`src/rtl/ps2_rx_io.sv`:
```
// PS/2 keyboard receiver on the processor data bus.
// Deserialises device frames, queues good bytes, exposes DATA/STATUS.
module ps2_rx_io #(
  parameter logic [31:0] BASE_ADDR  = 32'hFFFF_0010,
  parameter int          FIFO_DEPTH = 8,
  parameter int          FIFO_AW    = 3,
  parameter int          TIMEOUT    = 50000
) (
  input  logic        clk,
  input  logic        rst,
  input  logic [31:0] IO_DataAddr,
  input  logic [31:0] PROC_DataOut,
  input  logic [3:0]  bwe,
  output logic [31:0] IO_DataOut,
  output logic        IO_EnableN,
  input  logic        PS2_CLK,
  input  logic        PS2_DAT
);

  localparam logic [31:0] STAT_ADDR = BASE_ADDR + 32'd4;
  localparam int WW = $clog2(TIMEOUT + 1);
  localparam logic [WW-1:0] WD_LAST = WW'(TIMEOUT - 1);
  localparam logic [FIFO_AW:0] FULL_CNT = (FIFO_AW+1)'(FIFO_DEPTH);

  typedef enum logic [1:0] {
    S_IDLE, S_DATA, S_PAR, S_STOP
  } state_t;

  state_t r_state, w_next;

  logic r_clk_s1, r_clk_s2, r_clk_d;
  logic r_dat_s1, r_dat_s2;
  logic w_fall, w_bit;

  logic [7:0]    r_shift;
  logic [2:0]    r_bit_cnt;
  logic          r_par;
  logic [WW-1:0] r_wdog;
  logic          w_tmo;

  logic w_start, w_shift, w_plat, w_stop_ev;
  logic w_par_ok, w_push, w_perr_ev, w_ferr_ev, w_cnt_ev;

  logic [7:0]         r_mem [FIFO_DEPTH];
  logic [FIFO_AW-1:0] r_wp, r_rp;
  logic [FIFO_AW:0]   r_cnt;
  logic               w_full, w_empty, w_pop, w_push_ok;

  logic       r_ovf, r_perr, r_ferr;
  logic [7:0] r_err_cnt;

  logic w_wr, w_hit0, w_hit1, w_clr;
  logic r_rd0, r_rd1;
  logic w_unused;

  assign w_unused = ^PROC_DataOut;

  // Two-flop synchronisers plus clock history for edge detection
  always_ff @(posedge clk) begin
    if (rst) begin
      r_clk_s1 <= 1'b1;
      r_clk_s2 <= 1'b1;
      r_clk_d  <= 1'b1;
      r_dat_s1 <= 1'b1;
      r_dat_s2 <= 1'b1;
    end else begin
      r_clk_s1 <= PS2_CLK;
      r_clk_s2 <= r_clk_s1;
      r_clk_d  <= r_clk_s2;
      r_dat_s1 <= PS2_DAT;
      r_dat_s2 <= r_dat_s1;
    end
  end

  assign w_fall = r_clk_d & ~r_clk_s2;
  assign w_bit  = r_dat_s2;
  assign w_tmo  = (r_state != S_IDLE) & ~w_fall & (r_wdog == WD_LAST);

  // Rx FSM state register
  always_ff @(posedge clk) begin
    if (rst) r_state <= S_IDLE;
    else     r_state <= w_next;
  end

  // Rx FSM next-state logic; watchdog overrides everything
  always_comb begin
    w_next = r_state;
    unique case (r_state)
      S_IDLE: if (w_fall && !w_bit) w_next = S_DATA;
      S_DATA: if (w_fall && r_bit_cnt == 3'd7) w_next = S_PAR;
      S_PAR:  if (w_fall) w_next = S_PAR == S_PAR ? S_STOP : S_PAR;
      S_STOP: if (w_fall) w_next = S_IDLE;
      default: w_next = S_IDLE;
    endcase
    if (w_tmo) w_next = S_IDLE;
  end

  // Rx FSM outputs: datapath strobes and frame verdict
  always_comb begin
    w_start   = (r_state == S_IDLE) & w_fall & ~w_bit;
    w_shift   = (r_state == S_DATA) & w_fall;
    w_plat    = (r_state == S_PAR)  & w_fall;
    w_stop_ev = (r_state == S_STOP) & w_fall;
    w_par_ok  = ^{r_shift, r_par};
    w_push    = w_stop_ev & w_bit & w_par_ok;
    w_perr_ev = w_stop_ev & ~w_par_ok;
    w_ferr_ev = (w_stop_ev & ~w_bit) | w_tmo;
    w_cnt_ev  = w_stop_ev & ~(w_bit & w_par_ok);
  end

  // Shift register, bit counter, parity latch and watchdog
  always_ff @(posedge clk) begin
    if (rst) begin
      r_shift   <= '0;
      r_bit_cnt <= '0;
      r_par     <= 1'b0;
      r_wdog    <= '0;
    end else begin
      if (w_start) r_bit_cnt <= '0;
      if (w_shift) begin
        r_shift   <= {w_bit, r_shift[7:1]};
        r_bit_cnt <= r_bit_cnt + 3'd1;
      end
      if (w_plat) r_par <= w_bit;
      if (r_state == S_IDLE || w_fall || w_tmo) r_wdog <= '0;
      else r_wdog <= r_wdog + WW'(1);
    end
  end

  assign w_wr    = |bwe;
  assign w_hit0  = (IO_DataAddr == BASE_ADDR);
  assign w_hit1  = (IO_DataAddr == STAT_ADDR);
  assign w_clr   = w_hit1 & w_wr;
  assign w_empty = (r_cnt == '0);
  assign w_full  = (r_cnt == FULL_CNT);
  assign w_pop   = w_hit0 & w_wr & ~w_empty;
  assign w_push_ok = w_push & (~w_full | w_pop);

  // FIFO storage; emptied by pointer reset only
  always_ff @(posedge clk) begin
    if (w_push_ok) r_mem[r_wp] <= r_shift;
  end

  // FIFO pointers and occupancy; pop is applied before push
  always_ff @(posedge clk) begin
    if (rst) begin
      r_wp  <= '0;
      r_rp  <= '0;
      r_cnt <= '0;
    end else begin
      if (w_push_ok) r_wp <= r_wp + 1'b1;
      if (w_pop)     r_rp <= r_rp + 1'b1;
      if (w_push_ok && !w_pop)      r_cnt <= r_cnt + 1'b1;
      else if (!w_push_ok && w_pop) r_cnt <= r_cnt - 1'b1;
    end
  end

  // Sticky error flags and saturating error count; clear wins
  always_ff @(posedge clk) begin
    if (rst || w_clr) begin
      r_ovf     <= 1'b0;
      r_perr    <= 1'b0;
      r_ferr    <= 1'b0;
      r_err_cnt <= '0;
    end else begin
      if (w_push && w_full && !w_pop) r_ovf <= 1'b1;
      if (w_perr_ev) r_perr <= 1'b1;
      if (w_ferr_ev) r_ferr <= 1'b1;
      if (w_cnt_ev && r_err_cnt != 8'hFF)
        r_err_cnt <= r_err_cnt + 8'd1;
    end
  end

  // Remember which register was addressed for the next-cycle read
  always_ff @(posedge clk) begin
    if (rst) begin
      r_rd0 <= 1'b0;
      r_rd1 <= 1'b0;
    end else begin
      r_rd0 <= w_hit0;
      r_rd1 <= w_hit1;
    end
  end

  // Read mux built from post-update state
  always_comb begin
    IO_EnableN = ~(r_rd0 | r_rd1);
    IO_DataOut = '0;
    if (r_rd0) begin
      IO_DataOut = {23'b0, ~w_empty,
                    w_empty ? 8'h00 : r_mem[r_rp]};
    end else if (r_rd1) begin
      IO_DataOut = {8'b0, r_err_cnt, 5'b0, r_ovf, r_perr,
                    r_ferr, w_full, 7'(r_cnt)};
    end
  end

endmodule

```
`config.mk`:
```
export PLATFORM = sky130hd
export DESIGN_NAME = ps2_rx_io
export DESIGN_NICKNAME = d
export VERILOG_FILES = /design/src/rtl/ps2_rx_io.sv
export SDC_FILE = /design/constraint.sdc
export NUM_CORES = 1
export LEC_CHECK = 0
export BUFFER_PORTS_ARGS = -buffer_cell sky130_fd_sc_hd__buf_2
export CAP_MARGIN = 15
export CORE_ASPECT_RATIO = 0.6
export CORE_UTILIZATION = 50
export DETAILED_ROUTE_END_ITERATION = 10
export MAX_ROUTING_LAYER = met4
export PLACE_DENSITY = 0.7
export SLEW_MARGIN = 20
export SYNTH_ARGS = -nofsm -noshare
export SYNTH_HDL_FRONTEND = slang
export SYNTH_SLANG_ARGS = --single-unit
export TNS_END_PERCENT = 1
```
`constraint.sdc`:
```
create_clock -name clk -period 5.7 [get_ports clk]
set_input_delay 1.14 -clock clk [delete_from_list [all_inputs] [get_ports clk]]
set_output_delay 1.14 -clock clk [all_outputs]
set_load 0.02 [all_outputs]
```
==> results_dict.tcl <==
set metrics [dict create \
    worst_slack_ns 1.75 \
    cp-end-kind "flop" \
    netlist-cell-type-count 63 \
    wl_per_cell_um 17.1 \
    post-route-drc-count 5 \
    drive_gt1_share_pct 23.7 \
    cts_root_buf "clkbuf_16" \
    async_flop_share_pct 0 \
    max-slew-margin-rel_pct 31.8 \
    synth_seq_cells 125 \
    synth_edf_count 64 \
    nets 613 \
    floorplan.initialDensity_pct 52.4 \
    gr-usage-all-layers_pct 22.4 \
    ys_seq_area_share_pct 55.6 \
    min_period_over_period_pct 69.2 \
    power_density_nw_per_um2 312 \
    cts_tree "built" \
    switchingPower_uw 413 \
    n_antenna_cell 0 \
    p_clk_share_pct 51.1 \
    grt_antenna_before_repair 0 \
    arrival_ns 4.29 \
    wl_met2_um 5190 \
    wirelength_met1_um 5750 \
    holdCritStartpoint "r_clk_s1$_SDFF_PP1_" \
    hold_viol 0 \
    firstDrtPassIters 7 \
    postSynthAreaPerCell_um2 12.1 \
    cts_buffer_depth 2 \
    drt.antenna.violating_nets 0 \
    grt_max_degree 38 \
    wl_met3_um 572 \
    drv_slew 0 \
    synthCells 468 \
    cts_htree_levels 4 \
    layout_min_cycle_time_ns 3.95 \
    p_seq_share_pct 46.1 \
    setup_viol 0 \
    top_layer "met4" \
    hp-class "reg -> reg" \
    clk_latency_ns 0.41 \
    synth_flop_cell "edfxtp_1" \
    cp_max_fo 11 \
    drt_iter0_markers 247 \
    drv_cap 0 \
    status "complete, but fails checks" \
    ys_warn_count 0 \
    grt_pass1_wl_um 19000 \
    clk_pin_slew_ns 0.06 \
    grt_overflow 0 \
    numCtsBuffers 17 \
    post-place-ws_ns 1.35 \
    fillers 859 \
    rows 29 \
    rsz0062_at_grt "no" \
    design.die.area_um2 11700 \
    postCtsSetupBuffers 0 \
    comb_power_share_pct 2.8 \
    ios 105 \
    violations "design-rule violations" \
    crit_type "in -> reg" \
    p_int_mw 1.64 \
    synthesis.area_um2 5650 \
    core_um2 10800 \
    die_w_um 139 \
    grt_pass1_vias 3562 \
    worst_pin_slew_ns 0.995 \
    r2r_start "r_shift[4]$_SDFFE_PP0P_" \
    numPortBuffers 59 \
    cts_sinks 125 \
    dieHeight_um 84.3 \
    irDropWorstVdd_mv 0.190 \
    startpoint "IO_DataAddr[22]" \
    leakage_nw 2.43 \
    cp-start-kind "primary input" \
    globalplace.congestion 0.807 \
    worstPathRequired_ns 6.04 \
    cts_resized 0 \
    skew_ns 0.0103 \
    setup_tns_ns 0 \
    dr_total_vias 3711 \
    viasPerCell 5.47 \
    hpwlAfterDp_um 7920 \
    sw_frac_of_total_pct 20.1 \
    syn_to_final_growth_pct 16.4 \
    max_freq_mhz 253 \
    cts-hold-fix-buffers 0 \
    routed_wl_um 11600 \
]
-- cells in the mapped netlist, drive strengths merged, types with 10 or more instances --
| cell | instances | share of area (%) |
|---|---|---|
| and2 | 16 | 1.8 |
| xor2 | 10 | 1.6 |
| nand2 | 39 | 2.6 |
| buf | 18 | 2.4 |
| nor2 | 46 | 3.1 |
| a21oi | 26 | 2.3 |
| mux2i | 12 | 2.1 |
| clkbuf | 14 | 0.93 |
| edfxtp | 64 | 34 |
| dfxtp | 61 | 22 |
| o21ai | 12 | 1.1 |
| ha | 13 | 2.9 |
| mux4 | 16 | 6.4 |
-- flip-flops by register name, summed over array words and instances (netlist names), 2 cells and up, named ones only --
signal,cells
r_wdog,16
r_bit_cnt,3
r_rp,3
r_cnt,4
r_shift,8
r_mem,64
r_err_cnt,8
r_state,2
r_wp,3
-- kinds of logic after synthesis --
family / Yosys count / share of synthesized area (%)
simple gates: 180 / 17.6
flops: 125 / 55.6
compound gates: 57 / 6.56
buf+inv: 38 / 3.72
mux: 32 / 9.37
xor+xnor: 21 / 3.83
fa+ha+maj: 14 / 3.23
other cells: 1 / 0.0664
-- worst max-delay path: stages --
cell and delay [ns]:
buf_2 0.08, nand4_1 0.11, nor4_2 0.47, nand4b_2 0.38, a211oi_4 0.56, ha_1 0.26
inv_1 0.09, ha_1 0.28, a21o_1 0.17, a21oi_1 0.17, xnor2_1 0.09, or3_1 0.31
a21oi_1 0.14
-- metrics by stage --
stage,utilization (%),instance area (um2),hold WS (ns),total power [mW],instances
final,61.0,6580,0.425,2.05,679
after global routing,61.0,6580,0.438,2.12,679
after CTS,61.0,6580,0.430,2.07,679
after detailed placement,55.5,5980,0.409,1.02,647
after global placement,55.5,5980,0.398,1.02,647
after floorplan,-,5690,0.389,1.01,480
-- routing by layer --
metal | up-vias | GRT usage (%)
met4 | 0 | 8.89
li1 | 1817 | -
met5 | - | -
met2 | 84 | 31.2
met3 | 6 | 6.27
met1 | 1804 | 30.8
-- worst paths after layout --
| kind | endpoint | slack [ns] | cells after the start |
|---|---|---|---|
| worst max-delay path | r_cnt[3]$_SDFFE_PP0P_ | 1.75 | 13 |
| worst min-delay path | r_clk_s2$_SDFF_PP1_ | 0.42 | 1 |
| worst max register to register | r_cnt[3]$_SDFFE_PP0P_ | 1.95 | 12 |
| worst min register to register | r_clk_s2$_SDFF_PP1_ | 0.42 | 1 |
-- power by group through the flow --
stage               Clock [mW]  Combinational, mW  Sequential [mW]
finish                    1.05             0.0574            0.946
global route              1.11             0.0636            0.947
CTS                       1.07             0.0569            0.946
detailed placement           0             0.0567            0.965
global placement             0             0.0545            0.964
floorplan                    0             0.0454            0.963
-- area by class of cell --
| type | count | area, um2 | share of cell area [%] |
|---|---|---|---|
| inverter | 6 | 22.5 | 0.342 |
| clock inverter | 5 | 25.0 | 0.380 |
| clock buffer | 27 | 567 | 8.62 |
| sequential | 125 | 3140 | 47.8 |
| tap | 139 | 174 | 2.64 |
| timing repair buffer | 60 | 303 | 4.60 |
| multi-input combinational | 317 | 2340 | 35.6 |
-- cell usage in the layout (no fill, tap or decap), types with 3 or more instances in the layout --
cell type,Yosys,routed
clkbuf_8,0,4
a21oi_1,26,26
and3_1,3,3
dfxtp_1,61,61
and2_1,15,15
or4_1,4,4
or2_2,5,5
edfxtp_1,64,64
nand2b_1,7,7
a22oi_1,3,3
xnor2_1,9,9
o21ai_0,12,12
nor2_1,46,46
nand4_1,6,6
clkinv_2,0,5
nor4_1,7,7
clkbuf_16,0,20
nor2b_1,6,5
nand3_1,8,8
nand2_1,38,38
mux2i_1,12,12
nor3_1,3,3
clkbuf_1,14,3
xor2_1,10,10
and4_1,5,5
inv_1,6,6
ha_1,13,13
conb_1,1,13
buf_2,3,59
o31ai_1,3,3
mux4_2,16,16
or3_1,8,8
and4b_1,3,3
Note: power is estimated with default switching activity, not from simulation.
